### src/rtl/rv_ctrl_pkg.sv
// Shared definitions for the multi-cycle RV64I-subset control sequencer.
package rv_ctrl_pkg;

  localparam int unsigned OPCODE_W = 7;
  localparam int unsigned ALUOP_W  = 2;

  localparam logic [OPCODE_W-1:0] OP_R    = 7'b0110011;
  localparam logic [OPCODE_W-1:0] OP_LD   = 7'b0000011;
  localparam logic [OPCODE_W-1:0] OP_ADDI = 7'b0010011;
  localparam logic [OPCODE_W-1:0] OP_SD   = 7'b0100011;
  localparam logic [OPCODE_W-1:0] OP_B    = 7'b1100011;

  localparam logic [ALUOP_W-1:0] ALU_ADD   = 2'b00;
  localparam logic [ALUOP_W-1:0] ALU_SUB   = 2'b01;
  localparam logic [ALUOP_W-1:0] ALU_FUNCT = 2'b10;

  typedef enum logic [2:0] {
    ST_IDLE   = 3'd0,
    ST_FETCH  = 3'd1,
    ST_DECODE = 3'd2,
    ST_EXEC   = 3'd3,
    ST_MEM    = 3'd4,
    ST_WB     = 3'd5
  } state_e;

  // Datapath control lines driven by the sequencer each cycle.
  typedef struct packed {
    logic               imem_read;
    logic               ir_write;
    logic               pc_write;
    logic               pc_src;
    logic [ALUOP_W-1:0] alu_op;
    logic               alu_src;
    logic               mem_read;
    logic               mem_write;
    logic               mem_to_reg;
    logic               reg_write;
  } ctrl_t;

  // True for the opcodes the datapath can execute.
  function automatic logic is_legal_op(input logic [OPCODE_W-1:0] op);
    return (op == OP_R) || (op == OP_LD) || (op == OP_ADDI) ||
           (op == OP_SD) || (op == OP_B);
  endfunction

endpackage

### src/rtl/mc_wait_timer.sv
// Counts ready-low wait cycles; flags the WAIT_MAX-th consecutive low cycle.
module mc_wait_timer #(
  parameter int unsigned WAIT_MAX = 16
) (
  input  logic clk,
  input  logic rst_n,
  input  logic clr_i,
  input  logic en_i,
  output logic expired_c_o
);

  localparam int unsigned       CNT_W = $clog2(WAIT_MAX + 1);
  localparam logic [CNT_W-1:0]  LAST  = CNT_W'(WAIT_MAX - 1);

  logic [CNT_W-1:0] cnt_q, cnt_d;

  // Clear has priority so every state entry restarts the count.
  always_comb begin
    cnt_d = cnt_q;
    if (clr_i) begin
      cnt_d = '0;
    end else if (en_i) begin
      cnt_d = cnt_q + CNT_W'(1);
    end
  end

  // Wait-count register.
  always_ff @(posedge clk or negedge rst_n) begin
    if (!rst_n) begin
      cnt_q <= '0;
    end else begin
      cnt_q <= cnt_d;
    end
  end

  // This low-ready cycle is the WAIT_MAX-th one in a row.
  assign expired_c_o = en_i && (cnt_q == LAST);

endmodule

### src/rtl/multicycle_ctrl_fsm.sv
// Multi-cycle FETCH/DECODE/EXEC/MEM/WB sequencer for the RV64I-subset datapath.
module multicycle_ctrl_fsm
  import rv_ctrl_pkg::*;
#(
  parameter int unsigned WAIT_MAX    = 16,
  parameter int unsigned INSTR_CNT_W = 32
) (
  input  logic                   clk,
  input  logic                   rst_n,
  input  logic [OPCODE_W-1:0]    ir_opcode,
  input  logic                   imem_ready,
  input  logic                   dmem_ready,
  input  logic                   alu_zero,
  output logic                   imem_read,
  output logic                   ir_write,
  output logic                   pc_write,
  output logic                   pc_src,
  output logic [ALUOP_W-1:0]     ALUOp,
  output logic                   ALUSrc,
  output logic                   memRead,
  output logic                   memWrite,
  output logic                   memtoReg,
  output logic                   regWrite,
  output logic                   instr_done,
  output logic                   illegal_op,
  output logic                   mem_timeout,
  output logic [INSTR_CNT_W-1:0] instr_count
);

  state_e                 state_q, state_d;
  logic [OPCODE_W-1:0]    op_q, op_d;
  logic                   illegal_q, illegal_d;
  logic                   timeout_q, timeout_d;
  logic [INSTR_CNT_W-1:0] cnt_q, cnt_d;
  ctrl_t                  ctrl_c;
  logic                   retire_c;
  logic                   wait_en_c;
  logic                   wait_clr_c;
  logic                   expired_c;

  // Waiting means sitting in a memory state with its ready low; anything else restarts the count.
  assign wait_en_c  = ((state_q == ST_FETCH) && !imem_ready) ||
                      ((state_q == ST_MEM)   && !dmem_ready);
  assign wait_clr_c = !wait_en_c || expired_c;

  mc_wait_timer #(
    .WAIT_MAX (WAIT_MAX)
  ) u_wait_timer (
    .clk         (clk),
    .rst_n       (rst_n),
    .clr_i       (wait_clr_c),
    .en_i        (wait_en_c),
    .expired_c_o (expired_c)
  );

  // State, latched opcode, sticky flags and retire counter.
  always_ff @(posedge clk or negedge rst_n) begin
    if (!rst_n) begin
      state_q   <= ST_IDLE;
      op_q      <= '0;
      illegal_q <= 1'b0;
      timeout_q <= 1'b0;
      cnt_q     <= '0;
    end else begin
      state_q   <= state_d;
      op_q      <= op_d;
      illegal_q <= illegal_d;
      timeout_q <= timeout_d;
      cnt_q     <= cnt_d;
    end
  end

  // Next-state and control decode from state plus the opcode latched in DECODE.
  always_comb begin
    state_d   = state_q;
    op_d      = op_q;
    illegal_d = illegal_q;
    timeout_d = timeout_q;
    ctrl_c    = '0;
    retire_c  = 1'b0;

    unique case (state_q)
      ST_IDLE: begin
        state_d = ST_FETCH;
      end

      ST_FETCH: begin
        ctrl_c.imem_read = 1'b1;
        if (imem_ready) begin
          ctrl_c.ir_write = 1'b1;
          ctrl_c.pc_write = 1'b1;
          state_d         = ST_DECODE;
        end else if (expired_c) begin
          timeout_d = 1'b1;
          state_d   = ST_FETCH;
        end
      end

      ST_DECODE: begin
        op_d = ir_opcode;
        if (is_legal_op(ir_opcode)) begin
          state_d = ST_EXEC;
        end else begin
          illegal_d = 1'b1;
          state_d   = ST_FETCH;
        end
      end

      ST_EXEC: begin
        if (op_q == OP_R) begin
          ctrl_c.alu_op = ALU_FUNCT;
          state_d       = ST_WB;
        end else if (op_q == OP_ADDI) begin
          ctrl_c.alu_op  = ALU_ADD;
          ctrl_c.alu_src = 1'b1;
          state_d        = ST_WB;
        end else if ((op_q == OP_LD) || (op_q == OP_SD)) begin
          ctrl_c.alu_op  = ALU_ADD;
          ctrl_c.alu_src = 1'b1;
          state_d        = ST_MEM;
        end else if (op_q == OP_B) begin
          ctrl_c.alu_op   = ALU_SUB;
          ctrl_c.pc_write = alu_zero;
          ctrl_c.pc_src   = 1'b1;
          retire_c        = 1'b1;
          state_d         = ST_FETCH;
        end else begin
          state_d = ST_FETCH;
        end
      end

      ST_MEM: begin
        ctrl_c.mem_read  = (op_q == OP_LD);
        ctrl_c.mem_write = (op_q == OP_SD);
        if (dmem_ready) begin
          if (op_q == OP_LD) begin
            state_d = ST_WB;
          end else begin
            retire_c = 1'b1;
            state_d  = ST_FETCH;
          end
        end else if (expired_c) begin
          timeout_d = 1'b1;
          state_d   = ST_FETCH;
        end
      end

      ST_WB: begin
        ctrl_c.reg_write  = 1'b1;
        ctrl_c.mem_to_reg = (op_q == OP_LD);
        retire_c          = 1'b1;
        state_d           = ST_FETCH;
      end

      default: begin
        state_d = ST_IDLE;
      end
    endcase

    cnt_d = cnt_q + INSTR_CNT_W'(retire_c);
  end

  assign imem_read   = ctrl_c.imem_read;
  assign ir_write    = ctrl_c.ir_write;
  assign pc_write    = ctrl_c.pc_write;
  assign pc_src      = ctrl_c.pc_src;
  assign ALUOp       = ctrl_c.alu_op;
  assign ALUSrc      = ctrl_c.alu_src;
  assign memRead     = ctrl_c.mem_read;
  assign memWrite    = ctrl_c.mem_write;
  assign memtoReg    = ctrl_c.mem_to_reg;
  assign regWrite    = ctrl_c.reg_write;
  assign instr_done  = retire_c;
  assign illegal_op  = illegal_q;
  assign mem_timeout = timeout_q;
  assign instr_count = cnt_q;

endmodule
### config.mk
export PLATFORM = sky130hd
export DESIGN_NAME = multicycle_ctrl_fsm
export DESIGN_NICKNAME = d
export VERILOG_FILES = /design/src/rtl/rv_ctrl_pkg.sv /design/src/rtl/mc_wait_timer.sv /design/src/rtl/multicycle_ctrl_fsm.sv
export SDC_FILE = /design/constraint.sdc
export NUM_CORES = 1
export LEC_CHECK = 0
export BUFFER_PORTS_ARGS = -buffer_cell sky130_fd_sc_hd__buf_2
export CAP_MARGIN = 10
export CELL_PAD_IN_SITES_DETAIL_PLACEMENT = 2
export CELL_PAD_IN_SITES_GLOBAL_PLACEMENT = 2
export CORE_MARGIN = 2
export CORE_UTILIZATION = 34
export DETAILED_ROUTE_END_ITERATION = 10
export PLACE_DENSITY_LB_ADDON = 0.1
export SYNTH_ARGS = -nofsm -noshare
export SYNTH_HDL_FRONTEND = slang
export SYNTH_SLANG_ARGS = --single-unit
### constraint.sdc
create_clock -name clk -period 3.6 [get_ports clk]
set_clock_uncertainty 0.05 [all_clocks]
set_input_delay 0.36 -clock clk [delete_from_list [all_inputs] [get_ports clk]]
set_output_delay 0.36 -clock clk [all_outputs]
set_load 0.005 [all_outputs]
# [After elaboration in Yosys (flattened, before gate mapping)]
# Cells that the tools add are included.
[op_classes] addsub=2 n_eq_ne=18 n_mux=37 bitwise=1 n_reduce_logical=19
[op_table] cell="32-bit by 1-bit adder with 32-bit output" count=1
[op_table] cell="7-bit by 6-bit equality test with 1-bit output, second input constant" count=4
[op_table] cell="3-bit 2-to-1 mux" count=8
[op_table] cell="2-bit 2-to-1 mux" count=10
[op_table] cell="3-bit one-hot mux with 5 select lines" count=1
[op_table] cell="7-bit by 2-bit equality test with 1-bit output, second input constant" count=2
[op_table] cell="7-bit by 5-bit equality test with 1-bit output, second input constant" count=2
[op_table] cell="7-bit equality test, second input constant" count=2
[op_table] cell="1-bit 2-to-1 mux" count=11
[op_table] cell="5-bit 2-to-1 mux" count=2
[op_table] cell="4-bit 2-to-1 mux" count=2
[op_table] cell="1-bit logical OR" count=7
[op_table] cell="3-bit by 2-bit equality test with 1-bit output, second input constant" count=2
[op_table] cell="3-bit equality test, second input constant" count=2
[op_table] cell="5-bit by 1-bit adder with 5-bit output, second input constant" count=1
[op_table] cell="5-bit by 4-bit equality test with 1-bit output, second input constant" count=1
[op_table] cell="2-bit != test, second input constant" count=2
[op_table] cell="1-bit one-hot mux with 2 select lines" count=2
[op_table] cell="2-bit nonzero test" count=2
[op_table] cell="3-bit by 1-bit equality test with 1-bit output, second input constant" count=1
[op_table] cell="1-bit logical AND" count=3
[op_table] cell="1-bit logical NOT" count=3
[op_table] cell="3-bit logical NOT" count=1
[op_table] cell="1-bit one-hot mux with 3 select lines" count=1
[op_table] cell="4 further kinds" count=4
[word_totals] reg_bits=49 input_bits=12 output_inout_bits=46 elab_cells=83

# [Longest topological paths before layout]
[depth] word_depth=7 depth_mapped=11

# [By module]
# A second synthesis with hierarchy kept.
[unflattened] hier_cells=209 area_unflattened_um2=2377.3
[modules_own_cells] mod="multicycle_ctrl_fsm" n_inst=1 cells_each=185 area_per_inst_um2=2092.0
[modules_own_cells] mod="mc_wait_timer" n_inst=1 cells_each=24 area_per_inst_um2=285.3

# [Worst setup path after synthesis]
# OpenSTA, ideal clock, no wires.
[synth_path] kind="reg2reg" startpoint="reg op_q[2]" endpoint="reg cnt_q[14] (netlist: instr_count[14])" setup_ps=124 arrival_ps=2516 path_slack_ps=910 path_stages_with_launch=10 path_buffers=0 period_less_slack_ps=2690 cell_sequence="dfrtp_1 > nand4bb_4 > or4_4 > a311o_1 > ha_1 > ha_1 > and2_2 > and4_4 > and4_1 > xor2_1"
[synth_via] elab_chain_len=7
[synth_rtl] element="start, declared" line_no="multicycle_ctrl_fsm.sv:31" rtl="logic [OPCODE_W-1:0] op_q, op_d;"
[synth_rtl] element="start signal, assigned" line_no="multicycle_ctrl_fsm.sv:66" rtl="op_q <= op_d;"
[synth_rtl] element="7-bit equality test, or another cell as far along" line_no="multicycle_ctrl_fsm.sv:121" rtl="end else if (op_q == OP_B) begin"
[synth_rtl] element="1-bit 2-to-1 mux or 1-bit logical OR (tied branches)" line_no="multicycle_ctrl_fsm.sv:121, multicycle_ctrl_fsm.sv:117"
[synth_rtl] element="1-bit 2-to-1 mux" line_no="multicycle_ctrl_fsm.sv:117" rtl="end else if ((op_q == OP_LD) || (op_q == OP_SD)) begin"
[synth_rtl] element="1-bit 2-to-1 mux" line_no="multicycle_ctrl_fsm.sv:113" rtl="end else if (op_q == OP_ADDI) begin"
[synth_rtl] element="1-bit 2-to-1 mux" line_no="multicycle_ctrl_fsm.sv:110" rtl="if (op_q == OP_R) begin"
[synth_rtl] element="1-bit one-hot mux with 3 select lines (*)" line_no="multicycle_ctrl_fsm.sv:82" rtl="unique case (state_q)"
[synth_rtl] element="named net instr_done" line_no="multicycle_ctrl_fsm.sv:24" rtl="output logic instr_done,"
[synth_rtl] element="32-bit by 1-bit adder with 32-bit output (*)" line_no="multicycle_ctrl_fsm.sv:160" rtl="cnt_d = cnt_q + INSTR_CNT_W'(retire_c);"
[synth_rtl] element="named net cnt_d[14]" line_no="multicycle_ctrl_fsm.sv:34" rtl="logic [INSTR_CNT_W-1:0] cnt_q, cnt_d;"
[synth_rtl] element="end signal, assigned" line_no="multicycle_ctrl_fsm.sv:69" rtl="cnt_q <= cnt_d;"
[synth_rtl] element="end, declared" line_no="multicycle_ctrl_fsm.sv:34"
# Mark *: on every way through the listed nets, which the timed path passes. The rest lies on a longest branch.
# A chain may end at the register's enable or synchronous reset.

# [Worst setup path in the final report]
[layout_path] startpoint="reg op_q[2]" endpoint="reg cnt_q[14] (netlist: instr_count[14])"
[layout_via] elab_chain_len=7
[layout_rtl] element="7-bit equality test, or another cell as far along" line_no="multicycle_ctrl_fsm.sv:121"
[layout_rtl] element="1-bit 2-to-1 mux or 1-bit logical OR (tied branches)" line_no="multicycle_ctrl_fsm.sv:121, multicycle_ctrl_fsm.sv:117"
[layout_rtl] element="1-bit 2-to-1 mux" line_no="multicycle_ctrl_fsm.sv:117"
[layout_rtl] element="1-bit 2-to-1 mux" line_no="multicycle_ctrl_fsm.sv:113"
[layout_rtl] element="1-bit 2-to-1 mux" line_no="multicycle_ctrl_fsm.sv:110"
[layout_rtl] element="1-bit one-hot mux with 3 select lines (*)" line_no="multicycle_ctrl_fsm.sv:82"
[layout_rtl] element="32-bit by 1-bit adder with 32-bit output (*)" line_no="multicycle_ctrl_fsm.sv:160"
[layout_rtl] element="named net cnt_d[14]" line_no="multicycle_ctrl_fsm.sv:34"
# Marks and branches as above.

==> run_results.csv <==
group,metric,value,unit
outcome,status,"complete, no violations",
power_and_ir_drop,ir_worst_vdd,243,uV
cts,cts_tree,"done",
timing,setup_viol,0,
cts,htreeDepth,2,
synthesis,synth_top_area_cell,"dfrtp_1",
setup_path,endpoint_kind,"flip-flop",
detailed_routing,routedWlPerCell,15.5,um
cts,clockBufferDepth,2,
power_and_ir_drop,swShare,26.9,%
global_route,grt_max_degree,34,
final_layout,n_fill_cell,755,
cts,postCtsSetupRepairBufs,0,
min_path,hold_path_class,"input pin to async pin",
detailed_routing,drt_iter0_markers,62,
setup_path,worstReg2RegStart,"op_q[2]$_DFFE_PN0P_",
global_route,first_global_vias,1860,
final_layout,drive_gt1_share,32.8,%
synthesis,synth.yosys.seq_area_share,51.1,%
power_and_ir_drop,power,0.00121,W
final_layout,area_growth,20.1,%
setup_path,cp-startpoint,"op_q[2]$_DFFE_PN0P_",
floorplan,fp-row-count,30,
cts,clk_latency,300,ps
synthesis,synthTopCellsByCount,"dfrtp_1 (49), xnor2_1 (16), xor2_1 (16)",
global_route,use_met2,24.4,%
final_layout,nNetsFinal,286,
timing,timing.hold.ws,71.5,ps
global_route,grt_overflow,0,
placement,place_hpwl,4350,um
synthesis,synth_top_area_share,51.1,%
synthesis,syn-num-nets,226,
timing,hold_violations,0,
synthesis,synth_area,2400,um2
cts,cts_sinks,49,
floorplan,die_w,88.0,um
power_and_ir_drop,clkPwrFrac,29.2,%
timing,rsz0062_at_grt,"false",
synthesis,synthTopCellsByArea,"dfrtp_1 (51%), xnor2_1 (5.8%), xor2_1 (5.8%), mux2_2 (3.8%), nor3_1 (2.3%)",
global_route,track_usage,16.0,%
floorplan,coreArea,6790,um2
detailed_routing,remaining_drc_errors,0,
cts,hold_buffers,0,
floorplan,pin_count,58,
power_and_ir_drop,leakagePower,1.50,nW
synthesis,postSynthCellCount,210,
cts,cts-resized-gates,0,
setup_path,slowest_delay,460,ps
final_layout,post-route-cell-area,2880,um2
timing,fmax,355,MHz
setup_path,cp.arrival,2950,ps
timing,finalWorstSetupSlack,781,ps
placement,placed_area,2780,um2
power_and_ir_drop,switching_power,0.000326,W
timing,tightestPinTransition,731,ps
cts,cts-root-buf,"clkbuf_8",
global_route,grt_pass1_wl,9650,um
timing,period_share,78.3,%
setup_path,slowest_stage,"or4_4",
job,maxCapViolCount,0,
floorplan,initial_core_util,35.3,%
setup_path,crit_type,"flip-flop to flip-flop",
detailed_routing,vias,1791,
timing,finalMaxSlewViolations,0,
cts,numCtsBuffers,5,
power_and_ir_drop,power_density,420,nW/um2
setup_path,cpMostUsedCell,"ha_1",
global_route,grt_use_met3,3.49,%
detailed_routing,drt_wl_total,5700,um
synthesis,synth_cell_types,44,
setup_path,path_max_fanout,5,
timing,period_minus_slack,2820,ps
detailed_routing,drtAntennaViolNets,0,
setup_path,path_cells,"nand4bb_4 -> or4_4 -> a311o_1 -> ha_1 -> ha_1 -> and2_2 -> and4_4 -> and4_1 -> xor2_1",
power_and_ir_drop,p_seq_share,56.7,%
cts,clk_pin_slew,100,ps
synthesis,synth.most_common_cell,"dfrtp_1",
power_and_ir_drop,p_int,0.000884,W
global_route,grt.busiest_layer,"met2",
global_route,grtUsageMet1,23.5,%
synthesis,ys_seq_elements,49,
placement,dpl_worst_slack,781,ps
synthesis,yosysWarnings,0,
placement,gp_congestion,0.732,
final_layout,n_antenna_cell,0,
timing,setup_tns,0,ps
floorplan,die-area,7740,um2
setup_path,worst_setup_path_start_kind,"flip-flop",
global_route,antenna_found_initial,0,
synthesis,ys_async_sr_fraction,100,%
timing,slew_headroom,51.2,%
setup_path,cp_data_required_time,3730,ps
detailed_routing,drt-vias-per-instance,4.88,
floorplan,die_h,88.0,um
power_and_ir_drop,combinationalPowerShare,14.2,%
synthesis,syn_area_per_cell,11.4,um2
detailed_routing,firstDrtPassIters,2,
synthesis,synthFlopType,"dfrtp_1",
placement,io_buffers,57,
synthesis,synth_edf_count,0,
## through the flow
stage / utilization [%] / instances
after floorplan: - / 210
after global placement: 40.9 / 359
after detailed placement: 40.9 / 359
after CTS: 42.4 / 367
after global routing: 42.4 / 367
final: 42.4 / 367
## power by group through the flow
stage | combinational [W] | clock, W | sequential [W]
floorplan | 0.000118 | 0 | 0.000674
global placement | 0.000171 | 0 | 0.000693
detailed placement | 0.000177 | 0 | 0.000695
CTS | 0.000177 | 0.000368 | 0.000685
global route | 0.000197 | 0.000398 | 0.000696
finish | 0.000171 | 0.000353 | 0.000685
## per-layer routing
| metal | vias to the layer above | part of all wire [%] | wire length (um) |
|---|---|---|---|
| li1 | 850 | - | - |
| met1 | 912 | 48 | 2720 |
| met2 | 27 | 49 | 2770 |
| met3 | 2 | 3.1 | 174 |
| met4 | 0 | 0.58 | 33 |
| met5 | - | 0 | 0 |
## flip-flops by register name, indices dropped and copies added (netlist names)
name	flops
op_q	7
u_wait_timer.cnt_q	5
illegal_op	1
instr_count	32
state_q	3
mem_timeout	1
## cell usage in the layout, fill, tap and decap left out, types with 2 or more instances in the layout
master    count
buf_2        57
and3_1        6
a21o_1        4
nand4_1       6
and4_2        3
xor2_1       16
mux2_2        8
nand2b_1      3
nor3_1       11
nand3_1      10
nor2b_1       2
inv_1         7
or3b_1        2
and4_1        4
nor2_1       14
ha_1          4
nand2_1      14
a21oi_1       2
dfrtp_1      49
clkbuf_8      7
and2_1        3
nand4_4       2
xnor2_1      16
## final timing paths
| kind | to | slack [ps] | cells after the start |
|---|---|---|---|
| setup / recovery | instr_count[14]$_DFF_PN0_ | 780 | 9 |
| hold / removal | instr_count[3]$_DFF_PN0_ | 70 | 1 |
| setup reg to reg | instr_count[14]$_DFF_PN0_ | 780 | 9 |
| hold reg to reg | illegal_op$_DFFE_PN0P_ | 410 | 1 |
| max in group asynchronous | instr_count[6]$_DFF_PN0_ | 2720 | 2 |
| min in group clk | op_q[0]$_DFFE_PN0P_ | 260 | 2 |
## cell families (layout without fill, tap and decap cells)
| group | Yosys count | count (layout) | synth area share [%] |
|---|---|---|---|
| AND/OR/NAND/NOR | 94 | 94 | 25.6 |
| flip-flops | 49 | 49 | 51.1 |
| XOR/XNOR | 32 | 32 | 11.7 |
| buffers and inverters | 12 | 73 | 2.45 |
| AO/OA/AOI/OAI | 11 | 11 | 3.29 |
| multiplexers | 8 | 8 | 3.76 |
| adder cells (fa/ha/maj) | 4 | 4 | 2.09 |
## worst max-delay path, delay by kind of cell, from the launching register on
| kind | cells | cell delay [ps] |
|---|---|---|
| and+or+nand+nor | 5 | 1330 |
| AOI/OAI and AO/OA | 1 | 390 |
| xor gates and xnor gates | 1 | 140 |
| adders and majority gates | 2 | 400 |
| DFF | 1 | 380 |
## area by class of cell
cell class / instances / area, um2 / share of cell area (%)
clock buffer: 7 / 96.3 / 3.34
inverter: 7 / 26.3 / 0.912
multi-input combinational: 149 / 1110 / 38.7
tap: 96 / 120 / 4.17
sequential: 49 / 1230 / 42.6
clock inverter: 1 / 5.00 / 0.174
timing repair buffer: 58 / 293 / 10.2
Note: power is estimated with default switching activity, not from simulation.
